<file path="src/rtl/md_unit.sv">
// md_unit: iterative RV32M multiply/divide unit, fixed XLEN+1 cycle latency.
package riscv_pkg;
  localparam int XLEN = 32;
endpackage

module md_unit #(
  parameter int XLEN = riscv_pkg::XLEN
) (
  input  logic            clk,
  input  logic            rst_n,
  input  logic            start,
  input  logic [2:0]      funct3,
  input  logic [XLEN-1:0] A,
  input  logic [XLEN-1:0] B,
  input  logic            flush,
  output logic            busy,
  output logic            done,
  output logic [XLEN-1:0] Result
);
  localparam int CW = $clog2(XLEN + 1);
  typedef enum logic [1:0] {IDLE, CALC, FIX} state_t;
  state_t st_q, st_d;
  logic [CW-1:0] cnt_q, cnt_d;
  logic [2:0] f_q, f_d;
  logic [XLEN-1:0] hi_q, hi_d, lo_q, lo_d, m_q, m_d, res_q;
  logic neg_q, neg_d, sa, sb;
  logic [XLEN-1:0] ma, mb, fix_val;
  logic [XLEN:0] sum, rem, trial;
  logic [2*XLEN-1:0] prod;
  assign busy = st_q != IDLE;
  assign done = st_q == FIX && !flush;
  assign Result = done ? fix_val : res_q;
  // hi:lo is the product for multiplies and remainder:quotient for divides
  always_comb begin
    sa = (funct3 inside {3'b001, 3'b010, 3'b100, 3'b110}) && A[XLEN-1];
    sb = (funct3 inside {3'b001, 3'b100, 3'b110}) && B[XLEN-1];
    ma = sa ? -A : A;
    mb = sb ? -B : B;
    sum = {1'b0, hi_q} + (lo_q[0] ? {1'b0, m_q} : '0);
    rem = {hi_q, lo_q[XLEN-1]};
    trial = rem - {1'b0, m_q};
    prod = neg_q ? -{hi_q, lo_q} : {hi_q, lo_q};
    fix_val = !f_q[2] ? (f_q[1:0] == 2'b00 ? prod[XLEN-1:0] : prod[2*XLEN-1:XLEN]) :
              f_q[1] ? (neg_q ? -hi_q : hi_q) : (neg_q ? -lo_q : lo_q);
    st_d = st_q;
    cnt_d = cnt_q;
    f_d = f_q;
    hi_d = hi_q;
    lo_d = lo_q;
    m_d = m_q;
    neg_d = neg_q;
    case (st_q)
      IDLE: if (start) begin
        st_d = CALC;
        cnt_d = '0;
        f_d = funct3;
        hi_d = '0;
        lo_d = funct3[2] ? ma : mb;
        m_d = funct3[2] ? mb : ma;
        // a zero divisor keeps the all-ones quotient unsigned
        neg_d = !funct3[2] ? sa ^ sb : funct3[1] ? sa : (sa ^ sb) && (B != '0);
      end
      CALC: if (cnt_q == CW'(XLEN)) st_d = FIX;
      else begin
        cnt_d = cnt_q + CW'(1);
        hi_d = !f_q[2] ? sum[XLEN:1] : trial[XLEN] ? rem[XLEN-1:0] : trial[XLEN-1:0];
        lo_d = !f_q[2] ? {sum[0], lo_q[XLEN-1:1]} : {lo_q[XLEN-2:0], !trial[XLEN]};
      end
      FIX: st_d = IDLE;
      default: st_d = IDLE;
    endcase
    if (flush) st_d = IDLE;
  end
  always_ff @(posedge clk) begin
    if (!rst_n) begin
      st_q <= IDLE;
      cnt_q <= '0;
      f_q <= '0;
      hi_q <= '0;
      lo_q <= '0;
      m_q <= '0;
      neg_q <= 1'b0;
      res_q <= '0;
    end else begin
      st_q <= st_d;
      cnt_q <= cnt_d;
      f_q <= f_d;
      hi_q <= hi_d;
      lo_q <= lo_d;
      m_q <= m_d;
      neg_q <= neg_d;
      res_q <= done ? fix_val : res_q;
    end
  end
endmodule

</file>
<file path="config.mk">
export PLATFORM = sky130hd
export DESIGN_NAME = md_unit
export DESIGN_NICKNAME = d
export VERILOG_FILES = /design/src/rtl/md_unit.sv
export SDC_FILE = /design/constraint.sdc
export NUM_CORES = 1
export LEC_CHECK = 0
export CAP_MARGIN = 20
export CORE_MARGIN = 1.5
export CORE_UTILIZATION = 55
export DETAILED_ROUTE_END_ITERATION = 10
export PLACE_DENSITY_LB_ADDON = 0.2
export SETUP_SLACK_MARGIN = 0.5
export SYNTH_ARGS = -nofsm -noshare
export SYNTH_HDL_FRONTEND = slang
export SYNTH_SLANG_ARGS = --single-unit
</file>
<file path="constraint.sdc">
create_clock -name clk -period 4.15 [get_ports clk]
set_input_delay 0.6225 -clock clk [delete_from_list [all_inputs] [get_ports clk]]
set_output_delay 0.6225 -clock clk [all_outputs]
set_load 0.01 [all_outputs]
</file>
# Word-level counts from Yosys, hierarchy flattened
# Index checks and enable logic that the tools add are counted.
word_totals:
  in_bits: 71
  elab_cells: 74
  register_bits: 140
  output_inout_bits: 34
op_classes:
  n_reduce_logical: 17
  bitwise_logic: 2
  n_addsub: 8
  eq_ne: 10
  mux: 29
ops:
  columns: ["op", "count"]
  rows:
  - ["$mux W32", 18]
  - ["$neg A32 Y32", 4]
  - ["$pmux W32 S2", 2]
  - ["$mux W64", 1]
  - ["$neg A64 Y64", 1]
  - ["$add A32 B32 Y33", 1]
  - ["$sub A33 B32 Y33", 1]
  - ["$reduce_bool A32 Y1", 1]
  - ["$mux W6", 2]
  - ["$pmux W6 S2", 1]
  - ["$add A6 B1 Y6 const B", 1]
  - ["$eq A3 B3 Y1 const B", 2]
  - ["$eq A6 B6 Y1 const B", 1]
  - ["$ne A2 B2 Y1 const B", 3]
  - ["$logic_and A1 B1 Y1", 4]
  - ["$logic_not A2 Y1", 2]
  - ["$mux W2", 2]
  - ["$pmux W2 S2", 1]
  - ["$reduce_and A2 Y1", 2]
  - ["$reduce_bool A2 Y1", 2]
  - ["$reduce_bool A4 Y1", 1]
  - ["$eq A3 B1 Y1 const B", 1]
  - ["$eq A3 B2 Y1 const B", 1]
  - ["$reduce_and A3 Y1", 1]
  - ["other kinds (8)", 10]

# Longest topological paths before layout
depth:
  word_depth: 7
  ltp_mapped: 13
  mapped_depth_nobuf: 13

# Worst setup path before layout
# No wires, ideal clock.
synth_timing:
  path_kind: "register to output"
  start: "register lo_q[3]"
  end: "output Result[15]"
  path_stages_with_launch: 10
  slack_ps: 500
  arrival_time_ps: 3027
  path_buffers: 1
  t_required_ps: 3527
  cell_sequence: "dfxtp_1 > buf_6 > or4_4 > or3_4 > nand3b_4 > or4_4 > o21ai_0 > xnor2_1 > a21oi_1 > o311ai_0"
synth_via:
  elab_chain_len: 5
  elab_cells_between_ends: 8
  classes_between: "add/sub (2); mux (6)"
synth_lines:
  columns: ["item", "line_no", "rtl"]
  rows:
  - ["start, declared", "25", "logic [XLEN-1:0] hi_q, hi_d, lo_q, lo_d, m_q, m_d, res_q;"]
  - ["start signal, assigned", "89", "lo_q <= lo_d;"]
  - ["$neg A64 Y64 / $neg A32 Y32 (equally long branches)", "42, 44", null]
  - ["$mux W64 / $mux W32 (equally long branches)", "42, 44", null]
  - ["$mux W32 (on tied branches)", "43, 44", null]
  - ["$mux W32 (*)", "43", "fix_val = !f_q[2] ? (f_q[1:0] == 2'b00 ? prod[XLEN-1:0] : prod[2*XLEN-1:XLEN]) :"]
  - ["$mux W32 (*)", null, null]
  - ["end, declared", "18", "output logic [XLEN-1:0] Result"]
# Every way passes the cells marked *; elsewhere a longest branch is shown, timed or not.

# Worst setup path in the final report
layout_timing:
  start: "register lo_q[3]"
  end: "output Result[27]"
# Same word-level chain as after synthesis.

==> metrics <==
clock power share 32.4%; vias in the first global route 14932; hold crit path type reg2reg; WL final 55.30 mm; ys flop type dfxtp_1; fin crit period 4.151 ns; synthesis-to-layout area growth 23.55%; dpl cells 2454; maximum vdd drop 0.1743 mV; fmax 240.9 MHz; Final nets 2321; core area 25330 um2; crit path kind reg2out; number of synthesized register bits 140; hold depth 2; DP Wirelength 42.18 mm; FF-to-FF path depth 11; Yosys warnings 0; # IOs 105; most frequent cells in the layout 237 x nor2_1, 205 x nand2_1, 179 x a21oi_1; mapped cell area 14250 um2; global-route wire length before repair 84.39 mm; status finished, violations left; Switch Pwr 0.001780 W; Setup crit start kind flip-flop; Max-Cap Viols 0; GRT Util Overall 40.80%; largest net degree at the start of global routing 74; most common cell after layout, fill and taps aside nor2_1; number of flops mapped to enable cells by yosys 0; row cnt 58; crit-path max FO 4; DRC violations left 0; sw frac 38.52%; slew margin rel. 41.07%; fin worst setup slack -0.001094 ns; H-tree levels 4; cell-internal power 0.002841 W; Post-Syn Instances 2030; Slew Viols, Final 0; grt ovf 0; antenna cells 0; r2r endpoint hi_q[25]$_SDFFE_PN0P_; Arr. time, crit path 3.53 ns; CTS tree built; Worst Tran Pin Value 0.8759 ns; router iterations before antenna repair 6; CTS Root Cell clkbuf_16; sequential fraction of the synthesis area 19.66%; hold_buf cts 0; WHS Endpoint m_q[11]$_SDFFE_PN0P_; die width 164.0 um; pwr/cell area 262.4 nW/um2; syn nets 2173; clock-pin slew on the worst setup and hold paths 0.06 ns; RSZ-0062 raised after global routing true; clk buf depth 2; initial antenna violation count 0; part of the power in registers 31.7%; Vias/cell 6.489; R2R setup slack 0.62 ns; Mean Syn Cell Area 7.022 um2; DR WL/cell 21.94 um; Final Setup Violations 1; Gate power share 35.9%; number of port buffers 104; Reg-to-Reg Start hi_q[11]$_SDFFE_PN0P_; Starting Density 56.28%; post-synth cell types 81; Critical Path End Type output pin; hold_sp m_q[11]$_SDFFE_PN0P_; Setup Skew 0.01408 ns; Final Cycle Share 100.0%; failing checks setup timing; initial DRC count 1861; Num CTS Buffers 17; clk_lat worst skew 0.44 ns; CP required 3.53 ns; Leak Pwr 7.260 nW; share of cells above drive strength 1 16.89%; die footprint 26890 um2; GPL Wtd Cong 1.036; worst slack, placed -0.009825 ns; non-filler instance count after layout 2521; Hold Vio Cnt, Final 0; via count 16358; Routed Antenna Nets 0; TritonCTS sink count 140; Post-synth ARST share 0%; Die Ht 164.0 um
==> sequential cells by signal, indices dropped and copies added (netlist names) <==
register / flops
res_q: 32
lo_q: 32
st_q: 2
hi_q: 32
m_q: 32
neg_q: 1
cnt_q: 6
f_q: 3
==> synthesized netlist by cell type (7+ instances only) <==
| library cell | number | area (um2) |
|---|---|---|
| nor2_1 | 243 | 912.1 |
| a22oi_1 | 17 | 127.6 |
| o31ai_1 | 26 | 195.2 |
| or3_1 | 17 | 106.4 |
| o22ai_1 | 9 | 56.30 |
| a31oi_1 | 16 | 100.1 |
| o21a_1 | 12 | 90.09 |
| nor4_1 | 19 | 118.9 |
| and3_1 | 8 | 50.05 |
| clkbuf_1 | 111 | 416.7 |
| and2_1 | 32 | 200.2 |
| mux2i_1 | 66 | 660.6 |
| nor3_1 | 55 | 275.3 |
| o21ai_0 | 161 | 805.8 |
| a221oi_1 | 8 | 70.07 |
| nand2b_1 | 18 | 112.6 |
| nand3_1 | 44 | 220.2 |
| o21bai_1 | 8 | 60.06 |
| nor2b_1 | 10 | 62.56 |
| nand2_1 | 206 | 773.2 |
| buf_1 | 19 | 71.32 |
| dfxtp_1 | 140 | 2803 |
| xor2_1 | 88 | 770.7 |
| o2111ai_1 | 7 | 61.31 |
| or4_1 | 15 | 112.6 |
| nand4_1 | 13 | 81.33 |
| o41ai_1 | 18 | 157.7 |
| o211ai_1 | 25 | 187.7 |
| a211oi_1 | 30 | 225.2 |
| o311ai_0 | 7 | 61.31 |
| a21oi_1 | 189 | 945.9 |
| a21o_1 | 32 | 240.2 |
| o31a_1 | 9 | 78.83 |
| o221ai_1 | 12 | 105.1 |
| inv_1 | 70 | 262.8 |
| mux2_2 | 8 | 90.09 |
| xnor2_1 | 95 | 832.1 |
| or2_2 | 7 | 43.79 |
| nand3b_1 | 10 | 75.07 |
| ha_1 | 70 | 875.8 |
| buf_2 | 7 | 35.03 |
==> per-layer routing <==
metal | track usage [%] | up-vias | part of all wire, %
met5 | 0 | - | 0
met4 | 22.23 | 0 | 5.7
met3 | 8.485 | 208 | 9.9
met2 | 63.73 | 958 | 44
met1 | 52.41 | 7568 | 40
li1 | - | 7624 | -
==> per-stage QoR <==
| step | instance area (um2) | hold slack, ns | utilization [%] | total power [W] | TNS [ns] |
|---|---|---|---|---|---|
| after global placement | 16160 | 0.4429 | 63.82 | 0.002930 | 0 |
| final | 17610 | 0.4566 | 69.53 | 0.004621 | -0.001094 |
| after detailed placement | 16160 | 0.4488 | 63.82 | 0.002951 | -0.009825 |
| after CTS | 17220 | 0.4572 | 67.98 | 0.004497 | 0 |
| after floorplan | 14250 | 0.4319 | - | 0.002410 | 0 |
| after global routing | 17610 | 0.4736 | 69.53 | 0.004797 | -0.2349 |
==> cell type report <==
| type | count | area, um2 |
|---|---|---|
| Timing Repair Buffer | 268 | 2217 |
| Multi-Input combinational cell | 1679 | 11340 |
| Tap cell | 330 | 412.9 |
| Inverter | 72 | 270.3 |
| Clock inverter | 14 | 125.1 |
| Sequential cell | 140 | 2814 |
| Clock buffer | 18 | 429.2 |
| Fill cell | 2159 | 7716 |
==> worst max path at each step <==
stage	to	slack, ns	cells past startpoint	startpoint
final	Result[27]	-0.001	10	lo_q[3]$_SDFFE_PN0P_
after detailed placement	Result[27]	-0.01	10	lo_q[3]$_SDFFE_PN0P_
after global routing	Result[17]	-0.07	9	hi_q[11]$_SDFFE_PN0P_
after floorplan	Result[15]	0.50	9	lo_q[3]$_SDFFE_PN0P_
after global placement	Result[15]	0.05	9	lo_q[3]$_SDFFE_PN0P_
after CTS	Result[27]	0.05	10	lo_q[3]$_SDFFE_PN0P_
==> worst max-delay path: stages, from the launching register on <==
cell and delay [ns]:
dfxtp_2 0.32, or4_4 0.53, or3_4 0.41, nand3b_4 0.21, or4_4 0.44, o31a_1 0.28, xor2_2 0.20, nor2_2 0.08
a2111oi_4 0.33, or2_4 0.19, buf_6 0.09
==> kinds of logic after synthesis <==
group | share of synthesized area, %
fa+ha+maj | 6.426
flops | 19.66
simple gates | 23.26
mux | 5.425
xor+xnor | 11.24
compound gates | 28.30
buf+inv | 5.679
==> power by group through the flow <==
stage	clock [W]	combinational, W	sequential, W
after floorplan	0	0.000928	0.00148
after global placement	0	0.00145	0.00148
after detailed placement	0	0.00146	0.00149
after CTS	0.00149	0.00154	0.00146
after global routing	0.00155	0.00178	0.00147
final	0.00150	0.00166	0.00146
==> timing repair <==
action	in CTS	in global routing
resized for setup	217	75
setup buffers	17	18
pin swaps	65	65
setup endpoints to repair	37	53
Power figures use the tool's default switching activity.
